File: src/rtl/paralelo_serial_tx.sv
// paralelo_serial_tx: MSB-first byte serialiser with COM alignment preamble and IDLE fill
module paralelo_serial_tx #(
  parameter int          DATA_W     = 8,
  parameter logic [7:0]  COM        = 8'hBC,
  parameter logic [7:0]  IDLE       = 8'h7C,
  parameter int          SYNC_WORDS = 4
) (
  input  logic              clk_32f,
  input  logic              reset,
  input  logic [DATA_W-1:0] data_in,
  input  logic              valid_in,
  output logic              data_out,
  output logic              sym_start,
  output logic              active,
  output logic              load_ack
);
  localparam logic [0:0] ST_SYNC   = 1'b0;
  localparam logic [0:0] ST_ACTIVE = 1'b1;
  logic [2:0]        bit_cnt_q, bit_cnt_d;
  logic [DATA_W-1:0] shreg_q, shreg_d;
  logic [3:0]        sync_cnt_q, sync_cnt_d;
  logic [0:0]        state_q, state_d;
  logic              data_out_q, data_out_d;
  logic              sym_start_q, sym_start_d;
  logic              load_ack_q, load_ack_d;
  logic              load, go;
  logic [2:0]        idx;
  logic [DATA_W-1:0] sym;
  // next-state: a load edge picks the next symbol, other edges shift out the held one
  always_comb begin
    load        = bit_cnt_q == 3'd7;
    go          = state_q == ST_ACTIVE || sync_cnt_q == 4'(SYNC_WORDS);
    sym         = !go ? COM : valid_in ? data_in : IDLE;
    idx         = 3'(DATA_W - 2) - bit_cnt_q;
    bit_cnt_d   = load ? 3'd0 : bit_cnt_q + 3'd1;
    shreg_d     = load ? sym : shreg_q;
    data_out_d  = load ? sym[DATA_W-1] : shreg_q[idx];
    sym_start_d = load;
    sync_cnt_d  = load && !go ? sync_cnt_q + 4'd1 : sync_cnt_q;
    state_d     = load && go ? ST_ACTIVE : state_q;
    load_ack_d  = load && go && valid_in;
  end
  // registers with synchronous reset; bit_cnt starts at 7 so the first edge loads
  always_ff @(posedge clk_32f) begin
    if (reset) begin
      bit_cnt_q   <= 3'd7;
      shreg_q     <= '0;
      sync_cnt_q  <= 4'd0;
      state_q     <= ST_SYNC;
      data_out_q  <= 1'b0;
      sym_start_q <= 1'b0;
      load_ack_q  <= 1'b0;
    end else begin
      bit_cnt_q   <= bit_cnt_d;
      shreg_q     <= shreg_d;
      sync_cnt_q  <= sync_cnt_d;
      state_q     <= state_d;
      data_out_q  <= data_out_d;
      sym_start_q <= sym_start_d;
      load_ack_q  <= load_ack_d;
    end
  end
  assign data_out  = data_out_q;
  assign sym_start = sym_start_q;
  assign active    = state_q == ST_ACTIVE;
  assign load_ack  = load_ack_q;
endmodule

File: config.mk
export PLATFORM = sky130hd
export DESIGN_NAME = paralelo_serial_tx
export DESIGN_NICKNAME = d
export VERILOG_FILES = /design/src/rtl/paralelo_serial_tx.sv
export SDC_FILE = /design/constraint.sdc
export NUM_CORES = 1
export LEC_CHECK = 0
export CAP_MARGIN = 20
export CORE_MARGIN = 3
export CORE_UTILIZATION = 35
export DETAILED_ROUTE_END_ITERATION = 8
export SLEW_MARGIN = 0
export SYNTH_ARGS = -nofsm -noshare
export SYNTH_HDL_FRONTEND = slang
export SYNTH_SLANG_ARGS = --single-unit
File: constraint.sdc
create_clock -name clk_32f -period 2.4 [get_ports clk_32f]
set_input_delay 0.24 -clock clk_32f [delete_from_list [all_inputs] [get_ports clk_32f]]
set_output_delay 0.24 -clock clk_32f [all_outputs]
set_load 0.01 [all_outputs]
==> key figures, run 1 <==
Cells and area
  • Area grow syn2layout: 22.1%
  • Final net count: 115
  • Most common cell after layout, fill and taps aside: dfxtp_1
  • Share of cells above drive strength 1: 11.1%
  • Post-route cell area: 0.00101 mm²
  • Commonest non-fill, non-tap cells in the layout: 19 x dfxtp_1, 14 x clkdlybuf4s50_1, 13 x nor2_1, 6 x inv_1
  • Post-Layout Cell Count: 126
  • Diodes inserted: 0

Yosys
  • Yosys top cell by area: dfxtp_1
  • Top post-synthesis cells by area: dfxtp_1 46%, ha_1 6.1%, nor2_1 5.9%
  • Synth unique cells: 29
  • Post-synthesis sequential area ratio: 46.1%
  • Net Count, Synth: 100
  • Post-Syn Area: 826 µm²
  • Cells after Synth: 85
  • FF+latch count, synth: 19
  • Area share of the largest cell type after synthesis: 46.1%
  • Post-synthesis average cell area: 9.72 µm²
  • Ys Warns: 0

Worst setup path
  • Critical path cell sequence: ha_1 -> ha_1 -> inv_2 -> nor4_1 -> mux2_2
  • Critical Path RT: 2.59 ns
  • Crit Path Category: reg -> reg
  • R2R Setup Slk: 0.42 ns
  • Max incr delay on CP: 0.45 ns
  • Critical Path Start: bit_cnt_q[0]
  • Slowest cell on crit path: ha_1
  • Most Frequent Cell on Critical Path: ha_1
  • Crit Path Max Fanout: 13
  • WP data arrival: 2.16 ns
  • Worst path buffer plus inverter count: 1
  • Top Family by Delay on Critical Path: adder cells
  • Crit end category: register
  • Worst r2r src: bit_cnt_q[0]
  • R2R cell count: 5
  • Reg-to-Reg End: sync_cnt_q[3]
  • Worst setup SP type: register

Power
  • Combinational share of power: 27.2%
  • Power Density: 730 mW/mm²
  • Switching share of power: 28.4%
  • Worst VDD drop: 439 µV
  • NetSw: 0.000209 W
  • Leak: 0.382 nW
  • Sequential share of power: 51.5%
  • Pint: 0.000527 W
  • Clock power share: 21.3%

Clocking
  • Root buf cell: clkbuf_4
  • # hold bufs at CTS: 0
  • Max Buffers Root-to-Sink: 2
  • PostCTS Resize Cnt: 0
  • Clock sink total: 19
  • Worst-path clk slew: 0.11 ns
  • CTS tree: built
  • CTS Buf Count: 3
  • Post-CTS Setup Bufs: 0
  • Clk Latency, worst-skew pair: 0.29 ns
  • H-tree levels: 1

Global route
  • GRT Overall Usage: 11.7%
  • Number of global-route vias before repair: 576
  • Total global routing overflow: 0
  • Initial antenna violation count: 0
  • First-pass GRT wire length: 2420 µm
  • Largest net degree at the start of global routing: 14

Place
  • Area after DPL: 981 µm²
  • Placed cell count: 122
  • Detailed placement HPWL: 1040 µm
  • GPL Wtd Cong: 0.742
  • Number of buffers inserted by port buffering: 14

Floorplan
  • Starting density of the core: 39.3%
  • Core outline area: 0.00210 mm²
  • Row cnt: 16
  • Die footprint: 0.00298 mm²
  • Die Ht: 54.6 µm
  • Die X: 54.6 µm
  • Ports: 15

Worst hold path
  • Hold EP: shreg_q[6]
  • Min-Delay Path Depth: 2
  • Hold Path Origin: shreg_q[6]
  • Worst min path class: reg -> reg

Timing
  • Final Hold Vio Count: 0
  • # setup viols final: 0
  • Max_slew headroom: 57.3%
  • Max Slew Vio Count: 0
  • Setup TNS: 0 ns
  • Minimum clock period: 1.98 ns
  • Max Fclk: 506 MHz
  • Clock Skew: 0.00930 ns
  • Worst-Margin Slew: 0.638 ns
  • RSZ-0062 raised after global routing: false
  • Final Cycle Share: 82.4%

Drt
  • # DRC: 0
  • Final wirelength: 1430 µm
  • Vias: 617
  • Antenna Violating Nets Remaining: 0
  • WL/cell: 11.4 µm
  • DRC marker count from the first detailed-route iteration: 3
  • DRT Pass-1 Iters: 5
  • Vias per cell: 4.90

Flow run
  • Max_cap viols: 0

Run status
  • Status: complete, no violations
-- registers in the layout, indices dropped and copies added (netlist names) --
signal	flops
sync_cnt_q	4
bit_cnt_q	3
data_out	1
sym_start	1
shreg_q	8
load_ack	1
active	1
-- layer usage --
layer	vias up	global-route usage [%]	wire [µm]
li1	330	-	-
met1	273	14.6	751
met2	12	18.3	586
met3	2	2.45	85
met4	0	7.47	10
met5	-	0	0
-- synthesized netlist by cell type --
| cell | n |
|---|---|
| nand2_1 | 2 |
| nor2_1 | 13 |
| a221oi_1 | 1 |
| nand3_1 | 1 |
| or4_1 | 2 |
| ha_1 | 4 |
| or4b_1 | 1 |
| buf_6 | 1 |
| o221ai_1 | 1 |
| nand2b_1 | 2 |
| mux4_2 | 2 |
| a211oi_1 | 1 |
| o21bai_1 | 1 |
| nor2b_1 | 1 |
| mux2i_1 | 1 |
| nor4_1 | 1 |
| o211ai_1 | 1 |
| inv_1 | 6 |
| mux2_2 | 1 |
| o31ai_1 | 2 |
| inv_2 | 1 |
| dfxtp_1 | 19 |
| and3b_1 | 1 |
| or2_2 | 2 |
| clkbuf_1 | 4 |
| o32ai_1 | 2 |
| o21a_1 | 5 |
| a21oi_1 | 5 |
| o41ai_1 | 1 |
-- stage by stage --
step	utilization (%)	setup WS, ns	hold WS [ns]	power, W
after floorplan	-	0.750	0.364	0.000526
after global placement	46.7	0.556	0.456	0.000584
after detailed placement	46.7	0.462	0.459	0.000589
after CTS	48.0	0.426	0.477	0.000747
after global routing	48.0	0.266	0.507	0.000786
final	48.0	0.423	0.471	0.000737
-- area by class of cell --
type | instances | area [µm²]
flip-flops and latches | 19 | 380
fillers | 202 | 1090
well taps | 27 | 33.8
inverters | 7 | 26.3
clock inverters | 1 | 5.00
repair buffers | 15 | 148
multi-input cells | 54 | 393
clock buffers | 3 | 22.5
-- power groups by stage --
stage,combinational [W],sequential (W),clock [W]
after floorplan,0.000141,0.000385,0
after global placement,0.000197,0.000387,0
after detailed placement,0.000201,0.000387,0
after CTS,0.000202,0.000380,0.000165
after global routing,0.000228,0.000384,0.000174
final,0.000200,0.000379,0.000157
-- how the worst max path moves through the flow --
stage	endpoint	slack, ns	cells past startpoint
3_3_place_gp	sync_cnt_q[3]	0.56	5
2_1_floorplan	data_out	0.75	5
3_5_place_dp	sync_cnt_q[3]	0.46	5
6_report	sync_cnt_q[3]	0.42	5
5_1_grt	sync_cnt_q[3]	0.27	5
4_1_cts	sync_cnt_q[3]	0.43	5
-- worst reg2reg max path, cell delays in order (launching register included) --
cell and delay [ns]:
dfxtp_1 0.38, ha_1 0.16, ha_1 0.45, inv_2 0.17, nor4_1 0.34, mux2_2 0.37
-- cells by family (layout without fill, tap and decap cells) --
logic type	count (synthesis)	count (layout)	synth area share [%]
adders and majority gates	4	4	6.06
DFF	19	19	46.1
muxes	4	4	8.03
AOI/OAI and AO/OA	20	20	17.4
buffers and inverters	12	26	6.36
and+or+nand+nor	26	26	16.1
Note: power is estimated with default switching activity, not from simulation.
==> inputs of run 2 (changes only) <==
Clock period 2.4 ns to 1.7 ns, I/O delays scaled along.
==> run 2 against run 1 <==
Compared with the run above: routed wire length is 9.0% higher; core utilization is 3.2 points higher; register-to-register slack worse by 0.35 ns; sequential power is 41% higher; largest cell class unchanged; flip-flop and latch count stayed put; clock power is 48% higher; power is 49% higher; critical path type unchanged.
==> key figures, run 2 (same netlist as run 1, synthesis figures left out) <==
Timing
  • Worst setup margin: 0.0755 ns (-0.347 ns)
  • Final Hold Vio Count: 0 (unchanged)
  • RSZ-0062 raised after global routing: false
  • Final Cycle Share: 95.6% (+13 points)
  • Max_slew headroom: 81.0% (+24 points)
  • Setup TNS: 0 ns (unchanged)
  • Max Fclk: 616 MHz (+22%)
  • # setup viols final: 0 (unchanged)
  • Clock Skew: 0.000869 ns (-0.00843 ns)
  • Worst-Margin Slew: 0.281 ns (-0.356 ns)
  • Max Slew Vio Count: 0 (unchanged)
  • Minimum clock period: 1.62 ns (-0.353 ns)

Cells and area
  • Most common cell after layout, fill and taps aside: dfxtp_1
  • Top reg by flops: shreg_q
  • Area grow syn2layout: 30.3%
  • Top Registers: shreg_q (8), sync_cnt_q (4), bit_cnt_q (3)
  • Max reg flops: 8 (unchanged)
  • Share of cells above drive strength 1: 20.0% (+8.9 points)
  • Commonest non-fill, non-tap cells in the layout: 18 x dfxtp_1, 14 x clkdlybuf4s50_1, 13 x nor2_1, 7 x buf_4, 6 x inv_1
  • Final net count: 121 (+5.2%)
  • Post-Layout Cell Count: 132 (+4.8%)
  • Diodes inserted: 0 (unchanged)

Drt
  • Vias: 668 (+8.3%)
  • Vias per cell: 5.06 (+3.3%)
  • DRT Pass-1 Iters: 4 (-1)
  • Antenna Violating Nets Remaining: 0 (unchanged)
  • WL/cell: 11.8 µm (+4.0%)
  • DRC marker count from the first detailed-route iteration: 5 (+2)
  • Final wirelength: 1560 µm (+9.0%)
  • # DRC: 0 (unchanged)

Clocking
  • CTS tree: built
  • Worst-path clk slew: 0.11 ns (about the same)
  • # hold bufs at CTS: 0 (unchanged)
  • Post-CTS Setup Bufs: 0 (unchanged)
  • Clock sink total: 19 (unchanged)
  • Root buf cell: clkbuf_4
  • Max Buffers Root-to-Sink: 2 (unchanged)
  • CTS Buf Count: 3 (unchanged)
  • H-tree levels: 1 (unchanged)
  • Clk Latency, worst-skew pair: 0.30 ns (about the same)

Worst setup path
  • Critical Path RT: 1.89 ns (-0.70 ns)
  • R2R cell count: 5 (unchanged)
  • Crit end category: register
  • Crit Path Max Fanout: 3 (-10)
  • Reg-to-Reg End: data_out
  • R2R Setup Slk: 0.08 ns (-0.35 ns)
  • Worst setup SP type: register
  • Worst r2r src: bit_cnt_q[0]
  • Crit Path Category: reg -> reg
  • WP data arrival: 1.82 ns (-0.34 ns)
  • Critical Path Start: bit_cnt_q[0]
  • Critical Path End: data_out

Global route
  • First-pass GRT wire length: 2600 µm (+7.4%)
  • Number of global-route vias before repair: 647 (+12%)
  • Initial antenna violation count: 0 (unchanged)
  • GRT Overall Usage: 12.4% (+0.68 points)
  • Largest net degree at the start of global routing: 21 (+7)
  • Total global routing overflow: 0 (unchanged)

Place
  • Placed cell count: 128 (+4.9%)
  • Place WS: 0.00518 ns (-0.457 ns)
  • Detailed placement HPWL: 1100 µm (+5.5%)
  • Number of buffers inserted by port buffering: 14 (unchanged)
  • GPL Wtd Cong: 0.724 (-2.4%)

Power
  • Power Density: 1020 mW/mm² (+40%)
  • Final Total Pwr: 0.00110 W (+49%)
  • Worst VDD drop: 602 µV (+37%)
  • Leak: 0.412 nW (+7.9%)

Floorplan
  • Ports: 15 (unchanged)
  • Row cnt: 16 (unchanged)
  • Die footprint: 0.00298 mm² (unchanged)
  • Die X: 54.6 µm (unchanged)
  • Starting density of the core: 39.3% (unchanged)
  • Core outline area: 0.00210 mm² (unchanged)
  • Die Ht: 54.6 µm (unchanged)

Run status
  • Status: complete, no violations

Worst hold path
  • Worst min path class: in -> reg

Flow run
  • Max_cap viols: 0 (unchanged)
-- run 2: cell types whose count changed in the layout (fill, tap and decap cells not counted) --
| cell | delta |
|---|---|
| buf_4 | +6 |
| nor4_2 | +1 |
| dfxtp_2 | +1 |
| nor4_1 | -1 |
| ha_4 | +1 |
| dfxtp_1 | -1 |
| ha_1 | -2 |
| ha_2 | +1 |
-- run 2: worst min-delay path by stage --
stage	start	endpoint	depth (start not counted)
final	data_in[1]	shreg_q[1]	3
after global routing	data_in[2]	shreg_q[2]	2
after CTS	data_in[1]	shreg_q[1]	3
after floorplan	data_in[2]	shreg_q[2]	1
after global placement	shreg_q[6]	shreg_q[6]	2
after detailed placement	shreg_q[6]	shreg_q[6]	2
-- run 2: per-layer routing --
metal,vias to the layer above,share of wire [%],GRT usage [%]
li1,344,-,-
met1,303,47,13.9
met2,17,45,21.3
met3,4,6.3,2.72
met4,0,1.8,7.47
met5,-,0,0
-- run 2: worst max-delay path, cell delays in order (launching register included) --
cell and delay [ns]:
dfxtp_1 0.34, ha_2 0.20, ha_4 0.28, mux4_2 0.48, mux2i_1 0.14, a221oi_1 0.08
-- run 2: power by group --
part	total (W)	internal [W]	switching (W)	leakage, nW
combinational	0.000333	0.000190	0.000143	0.238
sequential	0.000533	0.000504	0.0000290	0.157
clock	0.000233	0.0000877	0.000146	0.0177
total	0.00110	0.000782	0.000317	0.412
-- run 2: repair_timing --
| action | 4_1_cts | 5_1_grt |
|---|---|---|
| gates resized for setup | 1 | 3 |
| cloned | 0 | 0 |
| setup endpoints to repair | 1 | 3 |
-- run 2: metrics by stage --
step	area [µm²]	hold slack [ns]	util, %
after floorplan	826	0.294	-
after global placement	1030	0.454	48.8
after detailed placement	1030	0.457	48.8
after CTS	1070	0.418	50.7
after global routing	1080	0.458	51.2
final	1080	0.425	51.2
-- run 2: final cells by class --
cell class | instances | area [µm²]
inverter | 7 | 26.3
clock buffer | 3 | 22.5
fill | 216 | 1030
timing repair buffer | 21 | 193
tap | 27 | 33.8
sequential | 19 | 382
multi-input combinational | 54 | 414
clock inverter | 1 | 5.00
==> inputs of run 3 (changes only) <==
Settings changed: CORE_UTILIZATION 35 to 40, PLACE_DENSITY set to 0.66.
==> run 3 against run 2 <==
Compared with the run above: sequential power is essentially flat; count of clock-buffer cells in the layout unchanged; design area down 0.23%; worst hold slack better by 0.0094 ns; core utilization rose by 7.2 points; critical endpoint is now active; largest power group unchanged.
==> key figures, run 3 (same netlist as run 1, synthesis figures left out) <==
Worst setup path
  • Worst path buffer plus inverter count: 1 (+1)
  • Crit Path Category: reg -> out
  • Worst setup SP type: register
  • Crit Path Max Fanout: 12 (+9)
  • Critical path cell sequence: clkdlybuf4s50_1
  • WP data arrival: 1.46 ns (-0.36 ns)
  • Crit end category: output port
  • R2R cell count: 5 (unchanged)
  • R2R Setup Slk: 0.08 ns (about the same)
  • Critical Path RT: 1.53 ns (-0.36 ns)
  • Top Family by Delay on Critical Path: buffers and inverters
  • Max incr delay on CP: 0.61 ns (+0.13 ns)
  • Slowest cell on crit path: clkdlybuf4s50_1
  • Cell count along the critical path: 1 (-4)

Place
  • Area after DPL: 0.00103 mm² (+0.49%)
  • Detailed placement HPWL: 1150 µm (+5.2%)
  • GPL Wtd Cong: 0.734 (+1.4%)
  • Placed cell count: 127 (-0.78%)
  • Place WS: 0.0220 ns (+0.0168 ns)
  • Number of buffers inserted by port buffering: 14 (unchanged)

Cells and area
  • Post-Layout Cell Count: 131 (-0.76%)
  • Area grow syn2layout: 30.0%
  • Share of cells above drive strength 1: 18.9% (-1.1 points)
  • Post-route cell area: 0.00107 mm² (-0.23%)
  • Most common cell after layout, fill and taps aside: dfxtp_1
  • Final net count: 122 (+0.83%)
  • Top Registers: shreg_q (8), sync_cnt_q (4), bit_cnt_q (3)
  • Top reg by flops: shreg_q
  • Max reg flops: 8 (unchanged)
  • # fillers: 192 (-11%)
  • Diodes inserted: 0 (unchanged)
  • Commonest non-fill, non-tap cells in the layout: 19 x dfxtp_1, 14 x clkdlybuf4s50_1, 13 x nor2_1, 8 x buf_4, 6 x inv_1

Drt
  • Antenna Violating Nets Remaining: 0 (unchanged)
  • Vias per cell: 5.16 (+2.0%)
  • DRT Pass-1 Iters: 4 (unchanged)
  • Final wirelength: 1570 µm (+0.64%)
  • DRC marker count from the first detailed-route iteration: 6 (+1)
  • WL/cell: 12.0 µm (+1.4%)
  • Vias: 676 (+1.2%)
  • # DRC: 0 (unchanged)

Clocking
  • H-tree levels: 1 (unchanged)
  • Clock sink total: 19 (unchanged)
  • CTS tree: built
  • Worst-path clk slew: 0.11 ns (about the same)
  • Root buf cell: clkbuf_4
  • CTS Buf Count: 3 (unchanged)
  • Clk Latency, worst-skew pair: 0.29 ns (about the same)
  • # hold bufs at CTS: 0 (unchanged)
  • Max Buffers Root-to-Sink: 2 (unchanged)

Timing
  • Final Hold Vio Count: 0 (unchanged)
  • Max Fclk: 614 MHz (-0.28%)
  • Max Slew Vio Count: 0 (unchanged)
  • # setup viols final: 0 (unchanged)
  • Clock Skew: 0.00301 ns (+0.00214 ns)
  • Worst setup margin: 0.0710 ns (-0.00449 ns)
  • Final Cycle Share: 95.8% (+0.26 points)
  • RSZ-0062 raised after global routing: true
  • Minimum clock period: 1.63 ns (+0.00449 ns)
  • Max_slew headroom: 68.0% (-13 points)
  • Worst-Margin Slew: 0.478 ns (+0.197 ns)

Floorplan
  • Ports: 15 (unchanged)
  • Die footprint: 0.00265 mm² (-11%)
  • Starting density of the core: 44.9% (+5.6 points)
  • Die X: 51.4 µm (-5.8%)
  • Core outline area: 0.00184 mm² (-13%)
  • Die Ht: 51.4 µm (-5.8%)
  • Row cnt: 15 (-1)

Power
  • Clock power share: 20.5% (-0.7 points)
  • Switching share of power: 28.2% (-0.61 points)
  • Sequential share of power: 49.0% (+0.5 points)
  • Worst VDD drop: 762 µV (+27%)
  • Power Density: 1010 mW/mm² (-0.74%)
  • NetSw: 0.000307 W (-3.1%)
  • Pint: 0.000781 W (-0.12%)
  • Combinational share of power: 30.4% (about the same)
  • Leak: 0.416 nW (+0.92%)

Global route
  • Largest net degree at the start of global routing: 16 (-24%)
  • GRT Overall Usage: 13.8% (+1.4 points)
  • Met3 usage: 6.41% (+3.7 points)
  • Total global routing overflow: 0 (unchanged)
  • Grt peak-use layer: met2
  • First-pass GRT wire length: 2680 µm (+3.2%)
  • Met2 Use GR: 21.4% (+0.084 points)
  • Number of global-route vias before repair: 592 (-8.5%)
  • Routing usage on met1: 17.7% (+3.8 points)
  • Initial antenna violation count: 0 (unchanged)

Flow run
  • Max_cap viols: 0 (unchanged)

Worst hold path
  • Min-Delay Path Depth: 3 (unchanged)
  • Worst min path class: in -> reg

Run status
  • Status: complete, no violations
[run 3: changes by cell type in the layout (fill, tap and decap cells not counted)]
cell | previous run | this run
dfxtp_1 | 18 | 19
nor4_2 | 1 | 0
buf_4 | 7 | 8
dfxtp_2 | 1 | 0
nor4_1 | 0 | 1
[run 3: power groups by stage]
stage               Clock [W]  Combinational (W)  Sequential [W]
floorplan                   0           0.000199        0.000543
global placement            0           0.000309        0.000539
detailed placement          0           0.000315        0.000541
CTS                  0.000237           0.000317        0.000531
global route         0.000253           0.000371        0.000540
finish               0.000224           0.000331        0.000533
[run 3: cell type report]
class | instances | area (µm²) | area share (%)
clock buffers | 3 | 22.5 | 2.10
clock inverters | 1 | 5.00 | 0.466
inverters | 7 | 26.3 | 2.45
multi-input cells | 54 | 408 | 38.0
flip-flops and latches | 19 | 380 | 35.4
well taps | 25 | 31.3 | 2.91
repair buffers | 22 | 200 | 18.6
[run 3: metal layers]
layer	vias to the layer above	part of all wire, %
li1	347	-
met1	310	49
met2	17	44
met3	2	6.6
met4	0	0.64
met5	-	0
[run 3: timing repair]
item                                    CTS  global route
endpoints found under the setup margin    0             2
setup buffers                             0             0
gates resized for setup                   0             2
[run 3: path summary, 6_finish.rpt]
check,end,startpoint
hold reg to reg,shreg_q[6],shreg_q[6]
hold / removal,shreg_q[1],data_in[1]
setup reg to reg,data_out,bit_cnt_q[0]
setup / recovery,active,active
[run 3: per-stage QoR]
stage	setup TNS [ns]	total power, W	hold slack, ns	utilization, %
3_5_place_dp	0	0.000856	0.468	56.1
5_1_grt	-0.00104	0.00116	0.433	58.4
2_1_floorplan	0	0.000742	0.294	-
3_3_place_gp	0	0.000848	0.453	56.1
4_1_cts	0	0.00108	0.422	57.6
6_report	0	0.00109	0.434	58.4
